### src/rtl/onehot_ch_sequencer.sv
// One-hot channel request sequencer: validates a one-hot vector, converts it to a
// binary index, holds the channel for a programmable dwell, then pulses completion.
module onehot_ch_sequencer #(
  parameter int unsigned N_CH = 16,
  parameter int unsigned DW_W = 8
) (
  input  logic                    clk_i,
  input  logic                    rst_i,
  input  logic [N_CH-1:0]         hot_one_i,
  input  logic                    valid_i,
  output logic                    ready_o,
  input  logic [DW_W-1:0]         dwell_i,
  input  logic                    abort_i,
  input  logic                    err_clr_i,
  output logic [$clog2(N_CH)-1:0] ch_idx_o,
  output logic [N_CH-1:0]         ch_sel_o,
  output logic                    ch_valid_o,
  output logic                    ch_done_o,
  output logic                    err_zero_o,
  output logic                    err_multi_o
);

  localparam int unsigned IDX_W = $clog2(N_CH);

  typedef enum logic [1:0] {
    S_IDLE = 2'd0,
    S_HOLD = 2'd1,
    S_DONE = 2'd2
  } state_e;

  state_e            state_q, state_d;
  logic [DW_W-1:0]   cnt_q, cnt_d;
  logic [IDX_W-1:0]  idx_q, idx_d;
  logic [N_CH-1:0]   sel_q, sel_d;
  logic              ready_q, ready_d;
  logic              valid_q, valid_d;
  logic              done_q, done_d;
  logic              err_zero_q, err_zero_d;
  logic              err_multi_q, err_multi_d;

  logic              hot_zero;
  logic              hot_multi;
  logic [IDX_W-1:0]  enc_idx;
  logic              accept;

  // Clearing the lowest set bit leaves something only when two or more bits are set.
  assign hot_zero  = ~|hot_one_i;
  assign hot_multi = |(hot_one_i & (hot_one_i - N_CH'(1)));
  assign accept    = valid_i & ready_q;

  // OR-encoder; only consulted when the vector is known to be one-hot.
  always_comb begin
    enc_idx = '0;
    for (int unsigned i = 0; i < N_CH; i++) begin
      if (hot_one_i[i]) begin
        enc_idx = enc_idx | IDX_W'(i);
      end
    end
  end

  // Next-state, counter, channel and error-flag logic.
  always_comb begin
    state_d     = state_q;
    cnt_d       = cnt_q;
    idx_d       = idx_q;
    sel_d       = sel_q;
    ready_d     = 1'b0;
    valid_d     = 1'b0;
    done_d      = 1'b0;
    err_zero_d  = err_zero_q  & ~err_clr_i;
    err_multi_d = err_multi_q & ~err_clr_i;

    unique case (state_q)
      S_IDLE: begin
        if (accept) begin
          if (hot_zero) begin
            err_zero_d = 1'b1;
          end else if (hot_multi) begin
            err_multi_d = 1'b1;
          end else begin
            state_d = S_HOLD;
            idx_d   = enc_idx;
            sel_d   = hot_one_i;
            cnt_d   = (dwell_i == '0) ? '0 : dwell_i - DW_W'(1);
          end
        end
      end
      S_HOLD: begin
        if (abort_i) begin
          state_d = S_IDLE;
        end else if (cnt_q == '0) begin
          state_d = S_DONE;
        end else begin
          cnt_d = cnt_q - DW_W'(1);
        end
      end
      S_DONE: begin
        state_d = S_IDLE;
      end
      default: begin
        state_d = S_IDLE;
      end
    endcase

    // Outputs are registered decodes of the next state.
    ready_d = (state_d == S_IDLE);
    valid_d = (state_d == S_HOLD);
    done_d  = (state_d == S_DONE);
    if (state_d != S_HOLD) begin
      sel_d = '0;
    end
  end

  always_ff @(posedge clk_i or posedge rst_i) begin
    if (rst_i) begin
      state_q     <= S_IDLE;
      cnt_q       <= '0;
      idx_q       <= '0;
      sel_q       <= '0;
      ready_q     <= 1'b1;
      valid_q     <= 1'b0;
      done_q      <= 1'b0;
      err_zero_q  <= 1'b0;
      err_multi_q <= 1'b0;
    end else begin
      state_q     <= state_d;
      cnt_q       <= cnt_d;
      idx_q       <= idx_d;
      sel_q       <= sel_d;
      ready_q     <= ready_d;
      valid_q     <= valid_d;
      done_q      <= done_d;
      err_zero_q  <= err_zero_d;
      err_multi_q <= err_multi_d;
    end
  end

  assign ready_o     = ready_q;
  assign ch_idx_o    = idx_q;
  assign ch_sel_o    = sel_q;
  assign ch_valid_o  = valid_q;
  assign ch_done_o   = done_q;
  assign err_zero_o  = err_zero_q;
  assign err_multi_o = err_multi_q;

endmodule

### config.mk
export PLATFORM = sky130hd
export DESIGN_NAME = onehot_ch_sequencer
export DESIGN_NICKNAME = d
export VERILOG_FILES = /design/src/rtl/onehot_ch_sequencer.sv
export SDC_FILE = /design/constraint.sdc
export NUM_CORES = 1
export LEC_CHECK = 0
export ABC_AREA = 1
export BUFFER_PORTS_ARGS = -buffer_cell sky130_fd_sc_hd__buf_4
export CAP_MARGIN = 20
export CORE_MARGIN = 1
export CORE_UTILIZATION = 55
export DETAILED_ROUTE_END_ITERATION = 12
export HOLD_SLACK_MARGIN = 0.1
export PLACE_DENSITY = 0.8
export SYNTH_ARGS = -nofsm -noshare
export SYNTH_HDL_FRONTEND = slang
export SYNTH_SLANG_ARGS = --single-unit
### constraint.sdc
create_clock -name clk_i -period 4 [get_ports clk_i]
set_clock_uncertainty 0.2 [all_clocks]
set_input_delay 0.2 -clock clk_i [delete_from_list [all_inputs] [get_ports clk_i]]
set_output_delay 0.2 -clock clk_i [all_outputs]
set_load 0.01 [all_outputs]
==> results of run 1 <==
## per-stage QoR
step / cell area (sq um) / std cells / setup slack, ns / power, mW / util
2_1_floorplan: 2411 / 334 / 2.160 / 0.4285 / -
3_3_place_gp: 2821 / 431 / 1.528 / 0.4729 / 0.6856
3_5_place_dp: 2821 / 431 / 1.370 / 0.4755 / 0.6856
4_1_cts: 3143 / 459 / 1.352 / 0.8306 / 0.7638
5_1_grt: 3143 / 459 / 1.067 / 0.8621 / 0.7638
6_report: 3143 / 459 / 1.335 / 0.8293 / 0.7638
## power by group
part           total [mW]  switching (mW)  internal (mW)
registers           0.358         0.00236          0.356
clock network       0.342           0.137          0.205
logic               0.129          0.0732         0.0561
## flip-flops by register name, summed over array words and instances, names as in the netlist
signal	cells
ch_done_o	1
ch_idx_o	4
ch_sel_o	16
ch_valid_o	1
cnt_q	8
err_multi_o	1
err_zero_o	1
ready_o	1
state_q	2
## timing repair
item                                   CTS  global route
endpoints found under the hold margin   61             0
hold buffers                            20             0
setup buffers                            0             0
## placed cells by master, fill, tap and decap left out, types with 2 or more instances in the layout
cell type / netlist / routed
nand3_1: 20 / 20
buf_4: 0 / 54
nand2_4: 2 / 2
nand2_1: 99 / 99
ha_1: 2 / 2
o21ai_0: 11 / 11
nor3_1: 6 / 6
o21ai_2: 2 / 2
xnor2_1: 3 / 3
nor2_4: 3 / 3
nor4_1: 2 / 2
nand4_1: 17 / 17
inv_2: 5 / 5
o21ai_1: 2 / 2
nor2_2: 4 / 4
clkbuf_8: 0 / 6
a21oi_2: 3 / 3
nor2_1: 42 / 42
nand2_2: 7 / 7
o22ai_1: 2 / 2
inv_1: 35 / 35
dlygate4sd3_1: 0 / 20
dfrtp_1: 34 / 34
xor2_1: 4 / 4
nand3_2: 11 / 11
a21oi_1: 3 / 3
## per-layer routing
| metal | track usage | wire (microns) | vias up |
|---|---|---|---|
| met5 | 0 | 0 | - |
| met2 | 0.5760 | 3310 | 78 |
| li1 | - | - | 1221 |
| met3 | 0.05000 | 287 | 13 |
| met4 | 0.1094 | 123 | 0 |
| met1 | 0.3486 | 2723 | 1122 |
## final cells by class
type | instances | area [sq um] | area share
multi-input cells | 252 | 1326 | 0.4220
flip-flops and latches | 35 | 877.1 | 0.2791
well taps | 50 | 62.56 | 0.01990
clock inverters | 2 | 38.79 | 0.01234
repair buffers | 74 | 605.6 | 0.1927
inverters | 40 | 150.1 | 0.04777
clock buffers | 6 | 82.58 | 0.02627
## synthesized netlist by cell type (all sizes together)
cell,n
nand3,32
nand3b,1
inv,40
and3,1
o22ai,2
o21ai,15
nor4,2
buf,7
nor3,6
nand2,108
a32o,1
a21o,1
nor2,50
ha,2
dfstp,1
a21oi,6
xnor2,3
dfrtp,34
xor2,4
nand4,18
## logic make-up (layout without fill, tap and decap cells)
kind of cell | count (synthesis) | count (layout)
and+or+nand+nor | 218 | 218
buffers and inverters | 47 | 122
DFF | 35 | 35
AOI/OAI and AO/OA | 25 | 25
xor gates and xnor gates | 7 | 7
adders and majority gates | 2 | 2
## final timing paths
kind	startpoint	to	slack (ns)	cells past startpoint
hold / removal	dwell_i[4]	cnt_q[4]	0.15	5
setup / recovery	cnt_q[1]	ch_sel_o[11]	1.33	9
min in group asynchronous	rst_i	ch_sel_o[1]	0.35	4
hold reg to reg	ch_sel_o[15]	ch_sel_o[15]	0.29	2
max in group asynchronous	rst_i	ready_o	2.89	4
setup reg to reg	cnt_q[1]	ch_sel_o[11]	1.33	9
## tightest hold or removal path: cells and delay by family
family                 cells  cell delay, ns
AND/OR/NAND/NOR            2            0.13
XOR/XNOR                   1            0.11
buffers and inverters      1            0.10
AO/OA/AOI/OAI              1            0.06
==> impl_metrics.toml, run 1 <==
[timing]
finalMaxSlewViolations = 0
final-setup-viol-count = 0
finalHoldViolCount = 0
rsz0062_at_grt = "no"
tightest_slew_ns = 0.9834
fmax_mhz = 375.2
slew_headroom = 0.3428
fin_crit_ns = 2.665
finalCritPeriodShare = 0.6663
whs_ns = 0.1495
fin_tns_setup_ns = 0

[clocking]
htreeDepth = 2
cts_resized = 0
cts-buffers-inserted = 5
cts_root_buf = "clkbuf_8"
clkSinkCount = 35
clkTransAtPathRegs_ns = 0.07
worst_skew_pair.late_latency_ns = 0.30
cts_tree = "yes"
clk_path_buf_depth = 2

[logic_synthesis]
yosys.area_share.simple = 0.4504
yosysTopAreaCellShare = 0.3529
synth_compound_area_frac = 0.06383
netlist_instances = 334
syn-cell-area_sq_um = 2411
synth_xor_area_frac = 0.02543
synth-seq-cells = 35
synthAdderAreaFrac = 0.01038
yosysTopAreaCell = "dfrtp_1"
synth_fp_nets = 365
yosysSeqAreaShare = 0.3638
synth_warnings = 0
synth_area_leaders = "dfrtp_1, nand2_1, nor2_1, inv_1, nand3_2"
synth.avg_cell_area_sq_um = 7.219
synth.area.mux_share = 0
ys_types = 34
synth_top_family_by_area = "simple AND/OR/NAND/NOR gates"

[hold_path]
min_path_type = "primary input to flip-flop"

[status]
status = "finished, final reports clean"

[worst_setup_path]
end_kind = "flip-flop"
worstPathCellList = "inv_1 -> ha_1 -> nand4_1 -> nor2_1 -> inv_1 -> nand2_1 -> inv_2 -> nand2_1 -> nand2_1"
cp.arrival_ns = 2.63
crit_family = "simple AND/OR/NAND/NOR gates"
cp_num_buf_inv = 3
critPathMaxStageDelay_ns = 0.73
path_class = "flip-flop to flip-flop"
critPathSlowestCell = "nand2_1"
crit_path_start_kind = "flip-flop"
worst_ep_required_time_ns = 3.97
worstPathMaxFanout = 27
cpMostUsedCell = "nand2_1"

[floorplanning]
die-area_sq_um = 4653
start_util = 0.5859
fp.dieH_microns = 68.21
io_pins = 54
rows = 23
die_w_microns = 68.21
core_area_sq_um = 4115

[global_route]
antenna_found_initial = 0
globalRouteTotalUtil = 0.3087
grt_pass1_wl_microns = 10500
grt_pass1_vias = 2353
grt_max_degree = 36
overflow = 0

[route]
wl_microns = 6445
final_antenna_net_count = 0
avgRoutedWirePerCell_microns = 14.04
route.vias.total = 2434
dr.pass1.iters = 4
drtIter0Drc = 163
drc_errors = 0
via_per_inst = 5.303

[placed_design]
gp_congestion = 0.9173
hpwl_microns = 4543
portBuffers = 53

[power]
p_leak_nw = 1.673
vdd_drop_max_uv = 208.7
power_density_nw_per_um2 = 263.9

[cells_and_area]
nets = 439
drive_gt1_frac = 0.2518
fillers = 327
syn_to_final_growth_pct = 30.36
antennaDiodeCount = 0

[run]
drv_cap = 0
Power figures use the tool's default switching activity.
==> run 2: changes to the inputs <==
--- a/config.mk
+++ b/config.mk
@@ -5,14 +5,14 @@
 export SDC_FILE = /design/constraint.sdc
 export NUM_CORES = 1
 export LEC_CHECK = 0
-export ABC_AREA = 1
+export ABC_AREA = 0
 export BUFFER_PORTS_ARGS = -buffer_cell sky130_fd_sc_hd__buf_4
 export CAP_MARGIN = 20
 export CORE_MARGIN = 1
-export CORE_UTILIZATION = 55
+export CORE_UTILIZATION = 51
 export DETAILED_ROUTE_END_ITERATION = 12
 export HOLD_SLACK_MARGIN = 0.1
-export PLACE_DENSITY = 0.8
+export PLACE_DENSITY = 0.78
 export SYNTH_ARGS = -nofsm -noshare
 export SYNTH_HDL_FRONTEND = slang
 export SYNTH_SLANG_ARGS = --single-unit
==> constraint.sdc (replaced) <==
create_clock -name clk_i -period 2.7 [get_ports clk_i]
set_clock_uncertainty 0.2 [all_clocks]
set_input_delay 0.135 -clock clk_i [delete_from_list [all_inputs] [get_ports clk_i]]
set_output_delay 0.135 -clock clk_i [all_outputs]
set_load 0.01 [all_outputs]
==> impl_metrics.toml, run 2 <==
[status]
status = "finished, final reports clean"

[cells_and_area]
fillers = 233
largest_reg_flops = 16
antennaDiodeCount = 0
register_area_sq_um = 877.1
multi_input_comb_area_sq_um = 954.7
drive_gt1_frac = 0.3247
nets = 301
mostFrequentLayoutCell = "buf_4"
syn_to_final_growth_pct = 46.56
fin_util = 0.8026
final_cell_mix = "buf_4, dfrtp_1, dlygate4sd3_1"

[logic_synthesis]
synthTopCellsByCount = "dfrtp_1, a22o_1, nor2_1"
yosysTopAreaCellShare = 0.4548
synth-seq-cells = 35
synth_compound_area_frac = 0.2361
synth.avg_cell_area_sq_um = 10.51
synth_warnings = 0
synth_flop_cell = "dfrtp_1"
syn-cell-area_sq_um = 1871
ys_types = 43
yosysTopAreaCell = "dfrtp_1"
synthAdderAreaFrac = 0.01338
synth_top_family_by_area = "compound AO/OA/AOI/OAI gates"
synth.area.mux_share = 0.04415
synth_area_leaders = "dfrtp_1, a22o_1, mux2_4, nor2_1, a32o_1"
synth_fp_nets = 209
netlist_instances = 178
synth_most_common_cell = "dfrtp_1"
yosysSeqAreaShare = 0.4689
async_flop_share = 1.000
synth-edff-count = 0
yosys.area_share.simple = 0.1793
synth_xor_area_frac = 0.02341

[timing]
tightest_slew_ns = 0.6584
finalCritPeriodShare = 0.9742
fin_crit_ns = 2.630
finalHoldViolCount = 0
slew_headroom = 0.5606
whs_ns = 0.1164
fin_tns_setup_ns = 0
fmax_mhz = 380.2
final-setup-viol-count = 0
finalMaxSlewViolations = 0

[worst_setup_path]
cpMostUsedCell = "buf_4"
reg2reg_to = "cnt_q[6]"
cp.arrival_ns = 2.66
end_kind = "flip-flop"
rrSetupSlack_ns = 0.25
r2r_cells = 6
crit_path_start_kind = "primary input"
worst_ep_required_time_ns = 2.73
worstPathCellList = "buf_4 -> dlygate4sd3_1 -> nor4_2 -> nand4_1 -> a222oi_1 -> nand3_2 -> buf_4 -> o31ai_4 -> mux2_1"
worstReg2RegStart = "cnt_q[2]"
worstPathMaxFanout = 5
critPathMaxStageDelay_ns = 0.61
critPathSlowestCell = "dlygate4sd3_1"
path_class = "primary input to flip-flop"

[hold_path]
min_path_type = "primary input to flip-flop"
whs_path_depth = 4
hold_path_startpoint = "dwell_i[6]"
whs_endpoint = "cnt_q[6]"

[placed_design]
hpwl_microns = 3891
portBuffers = 53
gp_congestion = 0.9038

[clocking]
clkSinkCount = 35
cts-buffers-inserted = 5
htreeDepth = 2
worst_skew_pair.late_latency_ns = 0.36
clkTransAtPathRegs_ns = 0.10
cts_tree = "yes"
clk_path_buf_depth = 2
cts_root_buf = "clkbuf_4"

[route]
via_per_inst = 6.186
drc_errors = 0
wl_microns = 5883
drtIter0Drc = 132
final_antenna_net_count = 0
avgRoutedWirePerCell_microns = 18.56
dr.pass1.iters = 5
route.vias.total = 1961

[global_route]
grt_pass1_vias = 1909
overflow = 0
grt_max_degree = 19
grt_pass1_wl_microns = 9301
globalRouteTotalUtil = 0.3138
antenna_found_initial = 0

[floorplanning]
die-area_sq_um = 3914
start_util = 0.5476
rows = 21
fp.dieH_microns = 62.56
core_area_sq_um = 3416
die_w_microns = 62.56
io_pins = 54

[run]
drv_cap = 0

[power]
p_leak_nw = 1.292
power_density_nw_per_um2 = 359.8
vdd_drop_max_uv = 357.0
## run 2: changes by cell type in the layout (fill, tap and decap cells not counted), moves of 5 or more
cell	previous run	this run
clkbuf_8	6	1
clkbuf_4	0	5
inv_2	5	0
nand3_1	20	5
inv_1	35	9
a22o_1	0	17
nand4_1	17	2
nand2_2	7	0
nand3_2	11	1
dlygate4sd3_1	20	27
buf_4	54	65
nand2_1	99	10
nor2_1	42	14
## run 2: per-layer routing
layer,up-vias,track usage,part of all wire
met5,-,0,0
met4,0,0.1628,0.033
met3,23,0.05839,0.066
met2,121,0.5149,0.50
met1,944,0.3926,0.40
li1,873,-,-
## run 2: kinds of logic (layout without fill, tap and decap cells)
kind of cell / after synthesis / in the layout
flip-flops: 35 / 35
AO/OA/AOI/OAI: 55 / 55
XOR/XNOR: 5 / 5
buffers and inverters: 16 / 109
AND/OR/NAND/NOR: 59 / 59
multiplexers: 6 / 6
adder cells (fa/ha/maj): 2 / 2
## run 2: final cells by class
type	instances	area share
Clock buffer	7	0.02008
Clock inverter	1	0.001826
Inverter	9	0.01232
Multi-Input combinational cell	127	0.3482
Sequential cell	35	0.3199
Tap cell	46	0.02099
Timing Repair Buffer	92	0.2766
## run 2: power by group
part	switching [mW]	internal [mW]	total [mW]	leakage [nW]
Sequential	0.00109	0.525	0.527	0.483
Clock	0.182	0.126	0.308	0.0353
Combinational	0.0762	0.0758	0.152	0.774
Total	0.259	0.727	0.986	1.29
## run 2: worst max path at each step
stage                             from     endpoint  slack [ns]  depth (start not counted)
after floorplan           hot_one_i[7]  ch_idx_o[0]        0.42                          8
after global placement    hot_one_i[0]  ch_idx_o[1]        0.17                          7
after detailed placement  hot_one_i[0]  ch_idx_o[2]        0.15                          7
after CTS                 hot_one_i[8]  ch_idx_o[3]        0.01                          8
after global routing      hot_one_i[3]     cnt_q[1]       -0.01                          9
final                     hot_one_i[1]     cnt_q[1]        0.07                          9
## run 2: through the flow
stage / worst slack (ns) / std cells / power [mW] / cell area [sq um]
finish: 0.06963 / 317 / 0.9864 / 2741
global route: -0.01257 / 317 / 1.030 / 2741
CTS: 0.01039 / 314 / 0.9774 / 2693
detailed placement: 0.1516 / 279 / 0.6497 / 2362
global placement: 0.1686 / 279 / 0.6468 / 2362
floorplan: 0.4196 / 178 / 0.5811 / 1871
## run 2: timing repair
item                       in CTS  in global routing
resized for setup               0                  4
setup endpoints to repair       0                 16
hold buffers                   27                  0
hold endpoints to repair       49                  0
setup buffers                   0                  3
## run 2: critical path, delay by kind of cell
family / cells / cell delay [ns]
AND/OR/NAND/NOR: 3 / 0.61
multiplexers: 1 / 0.37
AO/OA/AOI/OAI: 2 / 0.62
buffers and inverters: 3 / 0.92
